**config.mk**
```make
export PLATFORM = sky130hd
export DESIGN_NAME = controller_port
export DESIGN_NICKNAME = d
export VERILOG_FILES = /design/src/rtl/controller_port.sv
export SDC_FILE = /design/constraint.sdc
export NUM_CORES = 1
export LEC_CHECK = 0
export ABC_AREA = 1
export BUFFER_PORTS_ARGS = -buffer_cell sky130_fd_sc_hd__buf_2
export CORE_MARGIN = 2
export CORE_UTILIZATION = 50
export CTS_BUF_LIST = sky130_fd_sc_hd__clkbuf_4 sky130_fd_sc_hd__clkbuf_8
export DETAILED_ROUTE_END_ITERATION = 10
export PLACE_DENSITY_LB_ADDON = 0.15
export SLEW_MARGIN = 20
export SYNTH_ARGS = -nofsm -noshare
export SYNTH_HDL_FRONTEND = slang
export SYNTH_SLANG_ARGS = --single-unit
export TNS_END_PERCENT = 20
```
**constraint.sdc**
```tcl
create_clock -name clock -period 1.9 [get_ports clock]
set_clock_uncertainty 0.05 [all_clocks]
set_input_delay 0 -clock clock [delete_from_list [all_inputs] [get_ports clock]]
set_output_delay 0 -clock clock [all_outputs]
set_load 0.05 [all_outputs]
```
**src/rtl/controller_port.sv**
```systemverilog
// NES-style controller port: polls a serial pad, debounces the result and serves
// it to the CPU through the usual $4016 strobe / shift-register protocol.

module controller_port_checker (
  input logic clock,
  input logic reset_n,
  input logic pad_latch,
  input logic pad_pulse,
  input logic poll_busy
);

  // Latch and clock lines toward the pad must never be driven together.
  latch_pulse_exclusive_a : assert property (
    @(posedge clock) disable iff (!reset_n) !(pad_latch && pad_pulse)
  );

  // Any pad-side activity belongs to a poll in progress.
  pad_lines_busy_a : assert property (
    @(posedge clock) disable iff (!reset_n) ((pad_latch || pad_pulse) -> poll_busy)
  );

endmodule

module controller_port #(
  parameter logic [19:0] POLL_PERIOD = 20'd833333,
  parameter logic [9:0]  HALF_BIT    = 10'd300
) (
  input  logic       clock,
  input  logic       reset_n,
  input  logic       clock_en,
  input  logic       strobe_wr,
  input  logic       strobe_val,
  input  logic       read_en,
  output logic       ctlr_data,
  output logic       pad_latch,
  output logic       pad_pulse,
  input  logic       pad_data,
  output logic [7:0] buttons,
  output logic       poll_busy
);

  typedef enum logic [1:0] {
    IDLE   = 2'd0,
    LATCH  = 2'd1,
    BIT_LO = 2'd2,
    BIT_HI = 2'd3
  } poll_state_t;

  localparam logic [19:0] IDLE_LAST = POLL_PERIOD - 20'd1;
  localparam logic [19:0] HALF_LAST = {10'd0, HALF_BIT} - 20'd1;
  localparam logic [19:0] FULL_LAST = {9'd0, HALF_BIT, 1'b0} - 20'd1;

  logic        pad_meta_r;
  logic        pad_sync_r;
  poll_state_t state_r;
  logic [19:0] cnt_r;
  logic [2:0]  idx_r;
  logic [7:0]  raw_r;
  logic [7:0]  prev_raw_r;
  logic [7:0]  buttons_r;
  logic        pad_latch_r;
  logic        pad_pulse_r;
  logic        busy_r;
  logic        strobe_r;
  logic [7:0]  sr_r;

  logic [19:0] lo_last_s;
  logic [7:0]  raw_next_s;

  // Two-flop synchronizer for the asynchronous pad data line (idles high).
  always_ff @(posedge clock or negedge reset_n) begin
    if (!reset_n) begin
      pad_meta_r <= 1'b1;
      pad_sync_r <= 1'b1;
    end else begin
      pad_meta_r <= pad_data;
      pad_sync_r <= pad_meta_r;
    end
  end

  // The final low phase is held a full bit so a poll spans 18 half-bits in total;
  // the raw image with the current bit merged lets the commit see bit 7 immediately.
  always_comb begin
    lo_last_s  = HALF_LAST;
    raw_next_s = raw_r;
    if (idx_r == 3'd7) begin
      lo_last_s = FULL_LAST;
    end else begin
      lo_last_s = HALF_LAST;
    end
    raw_next_s[idx_r] = ~pad_sync_r;
  end

  // Poll FSM: idle wait, latch pulse, eight bit slots, then debounced commit.
  always_ff @(posedge clock or negedge reset_n) begin
    if (!reset_n) begin
      state_r     <= IDLE;
      cnt_r       <= 20'd0;
      idx_r       <= 3'd0;
      raw_r       <= 8'h00;
      prev_raw_r  <= 8'h00;
      buttons_r   <= 8'h00;
      pad_latch_r <= 1'b0;
      pad_pulse_r <= 1'b0;
      busy_r      <= 1'b0;
    end else begin
      case (state_r)
        IDLE: begin
          if (cnt_r == IDLE_LAST) begin
            state_r     <= LATCH;
            cnt_r       <= 20'd0;
            idx_r       <= 3'd0;
            pad_latch_r <= 1'b1;
            busy_r      <= 1'b1;
          end else begin
            cnt_r <= cnt_r + 20'd1;
          end
        end
        LATCH: begin
          if (cnt_r == FULL_LAST) begin
            state_r     <= BIT_LO;
            cnt_r       <= 20'd0;
            pad_latch_r <= 1'b0;
          end else begin
            cnt_r <= cnt_r + 20'd1;
          end
        end
        BIT_LO: begin
          if (cnt_r == lo_last_s) begin
            cnt_r <= 20'd0;
            raw_r <= raw_next_s;
            if (idx_r != 3'd7) begin
              state_r     <= BIT_HI;
              pad_pulse_r <= 1'b1;
            end else begin
              // Accept a new snapshot only when two consecutive polls agree.
              prev_raw_r <= raw_next_s;
              if (raw_next_s == prev_raw_r) begin
                buttons_r <= raw_next_s;
              end
              state_r <= IDLE;
              busy_r  <= 1'b0;
            end
          end else begin
            cnt_r <= cnt_r + 20'd1;
          end
        end
        BIT_HI: begin
          if (cnt_r == HALF_LAST) begin
            state_r     <= BIT_LO;
            cnt_r       <= 20'd0;
            idx_r       <= idx_r + 3'd1;
            pad_pulse_r <= 1'b0;
          end else begin
            cnt_r <= cnt_r + 20'd1;
          end
        end
        default: begin
          state_r     <= IDLE;
          cnt_r       <= 20'd0;
          idx_r       <= 3'd0;
          pad_latch_r <= 1'b0;
          pad_pulse_r <= 1'b0;
          busy_r      <= 1'b0;
        end
      endcase
    end
  end

  // CPU side: strobe register and the read shift register (fills with 1s).
  always_ff @(posedge clock or negedge reset_n) begin
    if (!reset_n) begin
      strobe_r <= 1'b0;
      sr_r     <= 8'h00;
    end else if (clock_en) begin
      if (strobe_r) begin
        sr_r <= buttons_r;
      end else if (read_en && !strobe_wr) begin
        sr_r <= {1'b1, sr_r[7:1]};
      end
      if (strobe_wr) begin
        strobe_r <= strobe_val;
      end
    end
  end

  assign ctlr_data = strobe_r ? ~buttons_r[0] : ~sr_r[0];
  assign pad_latch = pad_latch_r;
  assign pad_pulse = pad_pulse_r;
  assign buttons   = buttons_r;
  assign poll_busy = busy_r;

  controller_port_checker u_checker (
    .clock     (clock),
    .reset_n   (reset_n),
    .pad_latch (pad_latch_r),
    .pad_pulse (pad_pulse_r),
    .poll_busy (busy_r)
  );

endmodule

```
==> flow_metrics.env, run 1 <==
export IMPL_run_status="complete, no violations"
export IMPL_startpoint="cnt_r[11]"
export IMPL_wl_met1_um=4035
export IMPL_max_vdd_ir_drop_mv=0.4437
export IMPL_tns_ns=0
export IMPL_finalSetupViolations=0
export IMPL_drt_wl_total_um=8282
export IMPL_tightest_slew_ns=0.4729
export IMPL_maxCapViolCount=0
export IMPL_grt_max_degree=45
export IMPL_cp_arrival_ns=2.02
export IMPL_antenna_left=0
export IMPL_core_area_mm2=0.006869
export IMPL_path_cells="inv_2 -> nand2_2 -> nor2_4 -> nand2_2 -> nor2_4 -> nand4_4 -> nor2_8 -> nand3_4 -> nand2_1 -> nand2_1"
export IMPL_yosysWarnings=0
export IMPL_max_stage_delay_ns=0.43
export IMPL_num_rows=30
export IMPL_r2r_slack_ns=0.06
export IMPL_slew_headroom_pct=68.47
export IMPL_min_period_over_period_pct=96.80
export IMPL_num_vias=3325
export IMPL_cpLargestDelayFamily="simple AND/OR/NAND/NOR gates"
export IMPL_cts_tree="yes"
export IMPL_cts_reportedPaths_clkPinSlew_ns=0.07
export IMPL_vias_per_cell=5.092
export IMPL_cts_root_buf="clkbuf_8"
export IMPL_final_cell_mix="nand2_1 (121), inv_1 (67), dfrtp_1 (58)"
export IMPL_setup_slack_ns=0.06084
export IMPL_htreeDepth=3
export IMPL_layout_drive_gt1_share_pct=22.26
export IMPL_p_leak_nw=2.265
export IMPL_overflow=0
export IMPL_path_max_fanout=8
export IMPL_finalMaxSlewViolations=0
export IMPL_dp_hpwl_um=5351
export IMPL_die_w_um=88.85
export IMPL_pin_count=19
export IMPL_route_met3_wl_um=302
export IMPL_worstSetupEndpointType="flip-flop"
export IMPL_cts_sinks=63
export IMPL_synth_area_per_cell_um2=7.287
export IMPL_die_y_um=88.85
export IMPL_syn_area_mm2=0.003600
export IMPL_grt_pass1_wl_um=13350
export IMPL_synth_nets=505
export IMPL_cp_slowest_cell="dfrtp_2"
export IMPL_cp_depth=10
export IMPL_critPathLaunchType="flip-flop"
export IMPL_wl_met2_um=3791
export IMPL_r2r_end="buttons[1]"
export IMPL_place_ws_ns=0.02845
export IMPL_clock_path_buffers=2
export IMPL_final_common_cell="nand2_1"
export IMPL_min_period_ns=1.839
export IMPL_layout_cells_non_filler=653
export IMPL_port_buffers=18
export IMPL_timing_rr_start="cnt_r[11]"
export IMPL_wire_per_inst_um=12.68
export IMPL_path_class="reg2reg"
export IMPL_insertion_delay_ns=0.34
export IMPL_fmax_mhz=543.7
export IMPL_final_area_mm2=0.004463
export IMPL_cp_endpoint="buttons[1]"
export IMPL_rsz0062_at_grt="true"
export IMPL_r2r_cells=10
export IMPL_diodes=0
export IMPL_top_layer_used="met4"
export IMPL_gp_congestion=0.8455
export IMPL_synth_area_leader_cell="dfrtp_1"
export IMPL_synth_cell_type_count=33
export IMPL_dr_pass1_iters=4
export IMPL_hold_class="in2async"
export IMPL_final_hold_violation_count=0
export IMPL_grt_pass1_vias=2856
export IMPL_dieArea_mm2=0.007894
export IMPL_synth_top_area_share_pct=42.41
export IMPL_synthCells=494
export IMPL_initial_core_util_pct=52.40
export IMPL_placed_cells=607
export IMPL_numCtsBuffers=9
export IMPL_area_growth_pct=23.98
export IMPL_final_nets=563
export IMPL_antenna_found_initial=0
export IMPL_required_ns=2.08
export IMPL_power_density_mw_per_mm2=617.0
export IMPL_drc=0
export IMPL_synth_area_leaders="dfrtp_1 (42%), nand2_1 (15%), inv_1 (7.8%)"
export IMPL_grt_use_total_pct=21.89
export IMPL_ys_ff_latch=63
export IMPL_placed_area_mm2=0.003849
export IMPL_critPathBufInv=1
export IMPL_drtIter0Drc=196
export IMPL_synth_seq_area_share_pct=43.87
-- logic make-up after synthesis --
family / after synthesis / synth area share, %
buffers and inverters: 90 / 10.39
and+or+nand+nor: 277 / 34.58
DFF: 63 / 43.87
AOI/OAI and AO/OA: 49 / 7.091
xor gates and xnor gates: 11 / 2.677
adders and majority gates: 4 / 1.390
-- report_power, final --
group / total, mW / switching, mW / internal (mW)
clock: 1.27 / 0.537 / 0.729
sequential: 1.37 / 0.00725 / 1.36
combinational: 0.121 / 0.0771 / 0.0436
-- metal layers --
metal / track usage [%] / vias up
met3: 4.851 / 18
met2: 32.97 / 66
li1: - / 1683
met5: 0 / -
met4: 7.713 / 0
met1: 31.07 / 1558
-- worst register-to-register path: stages (launching register included) --
cell and delay (ns):
dfrtp_2 0.43, inv_2 0.10, nand2_2 0.08, nor2_4 0.09
nand2_2 0.08, nor2_4 0.18, nand4_4 0.14, nor2_8 0.25
nand3_4 0.18, nand2_1 0.10, nand2_1 0.05
-- area by class of cell --
type | instances | area (µm²)
fillers | 610 | 2406
multi-input cells | 341 | 1773
flip-flops and latches | 63 | 1583
repair buffers | 59 | 478.0
inverters | 78 | 297.8
clock buffers | 9 | 123.9
well taps | 96 | 120.1
clock inverters | 7 | 87.58
-- worst min-delay path by stage --
stage | end | slack [ns] | startpoint | cells after the start
2_1_floorplan | buttons[0] | -0.35 | reset_n | 0
3_3_place_gp | cnt_r[17] | -0.07 | reset_n | 1
3_5_place_dp | cnt_r[17] | -0.06 | reset_n | 1
4_1_cts | cnt_r[17] | 0.11 | reset_n | 2
5_1_grt | cnt_r[17] | 0.16 | reset_n | 2
6_report | cnt_r[16] | 0.1 | reset_n | 2
-- cell usage after synthesis (all sizes together) --
cell and number:
dfrtp 61, nor2 51, nor3 17, dfstp 2, a21oi 7, xor2 9, buf 7, nand3 52
o22ai 1, xnor2 2, nand2 141, a31oi 2, o21a 1, o2bb2ai 1, ha 4, nor4 1
o21ai 37, clkbuf 5, inv 78, nand4 15
-- sequential cells by signal (all words and copies together) (netlist names) --
signal,flops
cnt_r,20
buttons,8
prev_raw_r,8
raw_r,8
sr_r,8
idx_r,3
state_r,2
pad_latch,1
pad_meta_r,1
pad_pulse,1
pad_sync_r,1
poll_busy,1
strobe_r,1
-- stage by stage --
stage	hold WS [ns]	utilization [%]	power (mW)
global placement	-0.07357	56.03	1.493
floorplan	-0.3456	-	1.443
global route	0.1569	64.97	2.861
detailed placement	-0.06168	56.03	1.496
finish	0.09610	64.97	2.754
CTS	0.1058	60.13	2.776
-- what timing repair did --
action                     in CTS  in global routing
setup endpoints to repair       0                 34
hold buffers                    7                  0
resized for setup               0                 53
hold endpoints to repair       64                  0
setup buffers                   0                 22
No activity file was read; power rests on OpenSTA's default activity.
==> run 2: changes to the inputs <==
ABC_AREA = default   (was 1)
==> run 2 against run 1 <==
Against the previous run:
- the flow now finishes with violations (setup timing)
- clock-buffer cell count unchanged
- critical path depth decreased by 2
- power is 4.3% higher
- critical endpoint unchanged
- largest cell class unchanged
- highest routed layer unchanged
==> flow_metrics.env, run 2 <==
export IMPL_run_status="finished with violations"
export IMPL_failed_checks="setup timing"
export IMPL_synth_edf_count=0
export IMPL_final_cell_mix="buf_4 (61), dfrtp_1 (58), nand2_1 (31)"
export IMPL_worst_hold_slack_ns=0.1230
export IMPL_initial_core_util_pct=51.74
export IMPL_synth_top_family_by_area="simple AND/OR/NAND/NOR gates"
export IMPL_cts_reportedPaths_clkPinSlew_ns=0.08
export IMPL_numCtsBuffers=9
export IMPL_dieArea_mm2=0.007236
export IMPL_timing_rr_start="idx_r[0]"
export IMPL_dp_hpwl_um=5051
export IMPL_synth_compound_area_share_pct=10.36
export IMPL_htreeDepth=3
export IMPL_grt_pass1_wl_um=12610
export IMPL_max_vdd_ir_drop_mv=0.6238
export IMPL_die_y_um=85.07
export IMPL_finalSetupViolations=39
export IMPL_die_w_um=85.07
export IMPL_wire_per_inst_um=15.64
export IMPL_gp_congestion=0.8377
export IMPL_grt_use_total_pct=22.32
export IMPL_power_density_mw_per_mm2=646.6
export IMPL_cts_root_buf="clkbuf_8"
export IMPL_r2r_end="buttons[1]"
export IMPL_wl_met2_um=3551
export IMPL_num_rows=29
export IMPL_synth_mux_area_share_pct=10.89
export IMPL_cp_arrival_ns=2.54
export IMPL_num_vias=2675
export IMPL_insertion_delay_ns=0.35
export IMPL_cts_sinks=63
export IMPL_synth_seq_area_share_pct=48.06
export IMPL_cp_slowest_cell="dfrtp_2"
export IMPL_slew_headroom_pct=69.37
export IMPL_p_sw_share_pct=23.89
export IMPL_synth_area_leader_cell="dfrtp_1"
export IMPL_antenna_left=0
export IMPL_synth_xor_area_share_pct=6.398
export IMPL_synth_top_area_share_pct=46.46
export IMPL_synth_common_cells="dfrtp_1 (61), nand2_1 (32), nor2_1 (27)"
export IMPL_area_growth_pct=35.19
export IMPL_yosysMostFrequentCell="dfrtp_1"
export IMPL_grt_pass1_vias=2639
export IMPL_regArea_mm2=0.001583
export IMPL_setup_slack_ns=-0.4540
export IMPL_diodes=0
export IMPL_grt_max_degree=64
export IMPL_finalMaxSlewViolations=0
export IMPL_multi_input_area_mm2=0.001813
export IMPL_path_max_fanout=10
export IMPL_antenna_found_initial=0
export IMPL_worst_path_most_repeated_cell="buf_6"
export IMPL_min_period_ns=2.354
export IMPL_syn_area_mm2=0.003286
export IMPL_top_layer_used="met4"
export IMPL_seqPwrFrac_pct=48.6
export IMPL_wl_met1_um=3676
export IMPL_drc=0
export IMPL_max_stage_delay_ns=0.46
export IMPL_nFillCells=464
export IMPL_drtIter0Drc=151
export IMPL_overflow=0
export IMPL_min_period_over_period_pct=123.9
export IMPL_power_share_combinational_pct=4.5
export IMPL_startpoint="idx_r[0]"
export IMPL_clock_path_buffers=2
export IMPL_largest_reg_flops=20
export IMPL_worstSetupEndpointType="flip-flop"
export IMPL_final_hold_violation_count=0
export IMPL_switchingPower_mw=0.6862
export IMPL_ys_ff_latch=63
export IMPL_tightest_slew_ns=0.4559
export IMPL_synth_cell_type_count=50
export IMPL_required_ns=2.09
export IMPL_synthCells=321
export IMPL_synthFlopType="dfrtp_1"
export IMPL_yosysWarnings=0
export IMPL_drt_wl_total_um=7677
export IMPL_dr_pass1_iters=4
export IMPL_r2r_slack_ns=-0.45
export IMPL_final_nets=420
export IMPL_p_leak_nw=2.081
export IMPL_layout_drive_gt1_share_pct=38.41
export IMPL_fmax_mhz=424.8
export IMPL_internal_power_mw=2.186
export IMPL_route_met3_wl_um=335
export IMPL_synthAdderAreaFrac_pct=1.523
export IMPL_fin_util_pct=69.95
export IMPL_p_clk_share_pct=46.9
export IMPL_cts_tree="yes"
export IMPL_synth_area_leaders="dfrtp_1 (46%), mux2_2 (7.5%), o21ai_0 (3.8%)"
export IMPL_port_buffers=18
export IMPL_top_register="cnt_r"
export IMPL_synth_nets=332
export IMPL_path_cells="buf_6 -> and2b_1 -> a21oi_1 -> a2111oi_4 -> o2111ai_2 -> nor4_4 -> buf_6 -> mux2_4"
export IMPL_vias_per_cell=5.448
export IMPL_synthArstFlopShare_pct=100.0
export IMPL_synth_area_per_cell_um2=10.24
export IMPL_maxCapViolCount=0
export IMPL_synthSimpleGateAreaFrac_pct=20.07
export IMPL_core_area_mm2=0.006350
export IMPL_hold_class="in2async"
export IMPL_path_class="reg2reg"
export IMPL_pin_count=19
export IMPL_critPathLaunchType="flip-flop"
export IMPL_final_common_cell="buf_4"
export IMPL_rsz0062_at_grt="true"
export IMPL_r2r_cells=8
-- run 2: what timing repair did --
action	CTS	global route
buffers inserted	1	2
resized for setup	10	36
endpoints found under the hold margin	66	0
pin swaps	4	10
hold buffers	5	0
endpoints found under the setup margin	42	47
-- run 2: area by class of cell --
cell class / instances / share of cell area, %
tap: 77 / 2.169
multi-input combinational: 235 / 40.82
clock inverter: 7 / 2.366
timing repair buffer: 90 / 15.38
sequential: 63 / 35.63
clock buffer: 9 / 2.789
inverter: 10 / 0.8451
-- run 2: critical path: cells and delay by family (launching register included) --
| kind | cells | cell delay, ns |
|---|---|---|
| compound gates | 3 | 0.55 |
| buf+inv | 2 | 0.37 |
| flops | 1 | 0.46 |
| mux | 1 | 0.31 |
| simple gates | 2 | 0.51 |
-- run 2: metrics by stage --
| step | TNS, ns | cell area [µm²] | cells | worst slack (ns) | power (mW) |
|---|---|---|---|---|---|
| floorplan | -10.56 | 3302 | 321 | -0.4413 | 1.478 |
| global placement | -12.37 | 3941 | 467 | -0.5328 | 1.537 |
| detailed placement | -13.75 | 3941 | 467 | -0.5851 | 1.540 |
| CTS | -10.54 | 4283 | 489 | -0.4954 | 2.903 |
| global route | -13.71 | 4442 | 491 | -0.5119 | 2.979 |
| finish | -9.304 | 4442 | 491 | -0.4540 | 2.872 |
-- run 2: cell families (layout without fill, tap and decap cells) --
group	Yosys count	after routing
buf+inv	23	116
simple gates	118	118
fa+ha+maj	4	4
compound gates	56	56
xor+xnor	24	24
mux	33	33
flops	63	63
-- run 2: worst max path at each step --
stage | end | slack [ns] | cells past startpoint
2_1_floorplan | buttons[0] | -0.44 | 5
3_3_place_gp | buttons[5] | -0.53 | 6
3_5_place_dp | buttons[3] | -0.59 | 6
4_1_cts | buttons[2] | -0.50 | 8
5_1_grt | buttons[1] | -0.51 | 8
6_report | buttons[1] | -0.45 | 8
-- run 2: layer usage --
metal | GRT usage [%] | vias to the layer above
met5 | 0 | -
met4 | 7.215 | 0
met3 | 6.226 | 11
met2 | 34.45 | 61
met1 | 30.60 | 1288
li1 | - | 1315
-- run 2: power groups by stage --
stage / Sequential, mW / Combinational, mW / Clock, mW
2_1_floorplan: 1.41 / 0.0683 / 0
5_1_grt: 1.40 / 0.149 / 1.43
3_5_place_dp: 1.42 / 0.120 / 0
3_3_place_gp: 1.42 / 0.118 / 0
4_1_cts: 1.39 / 0.131 / 1.38
6_report: 1.40 / 0.129 / 1.35
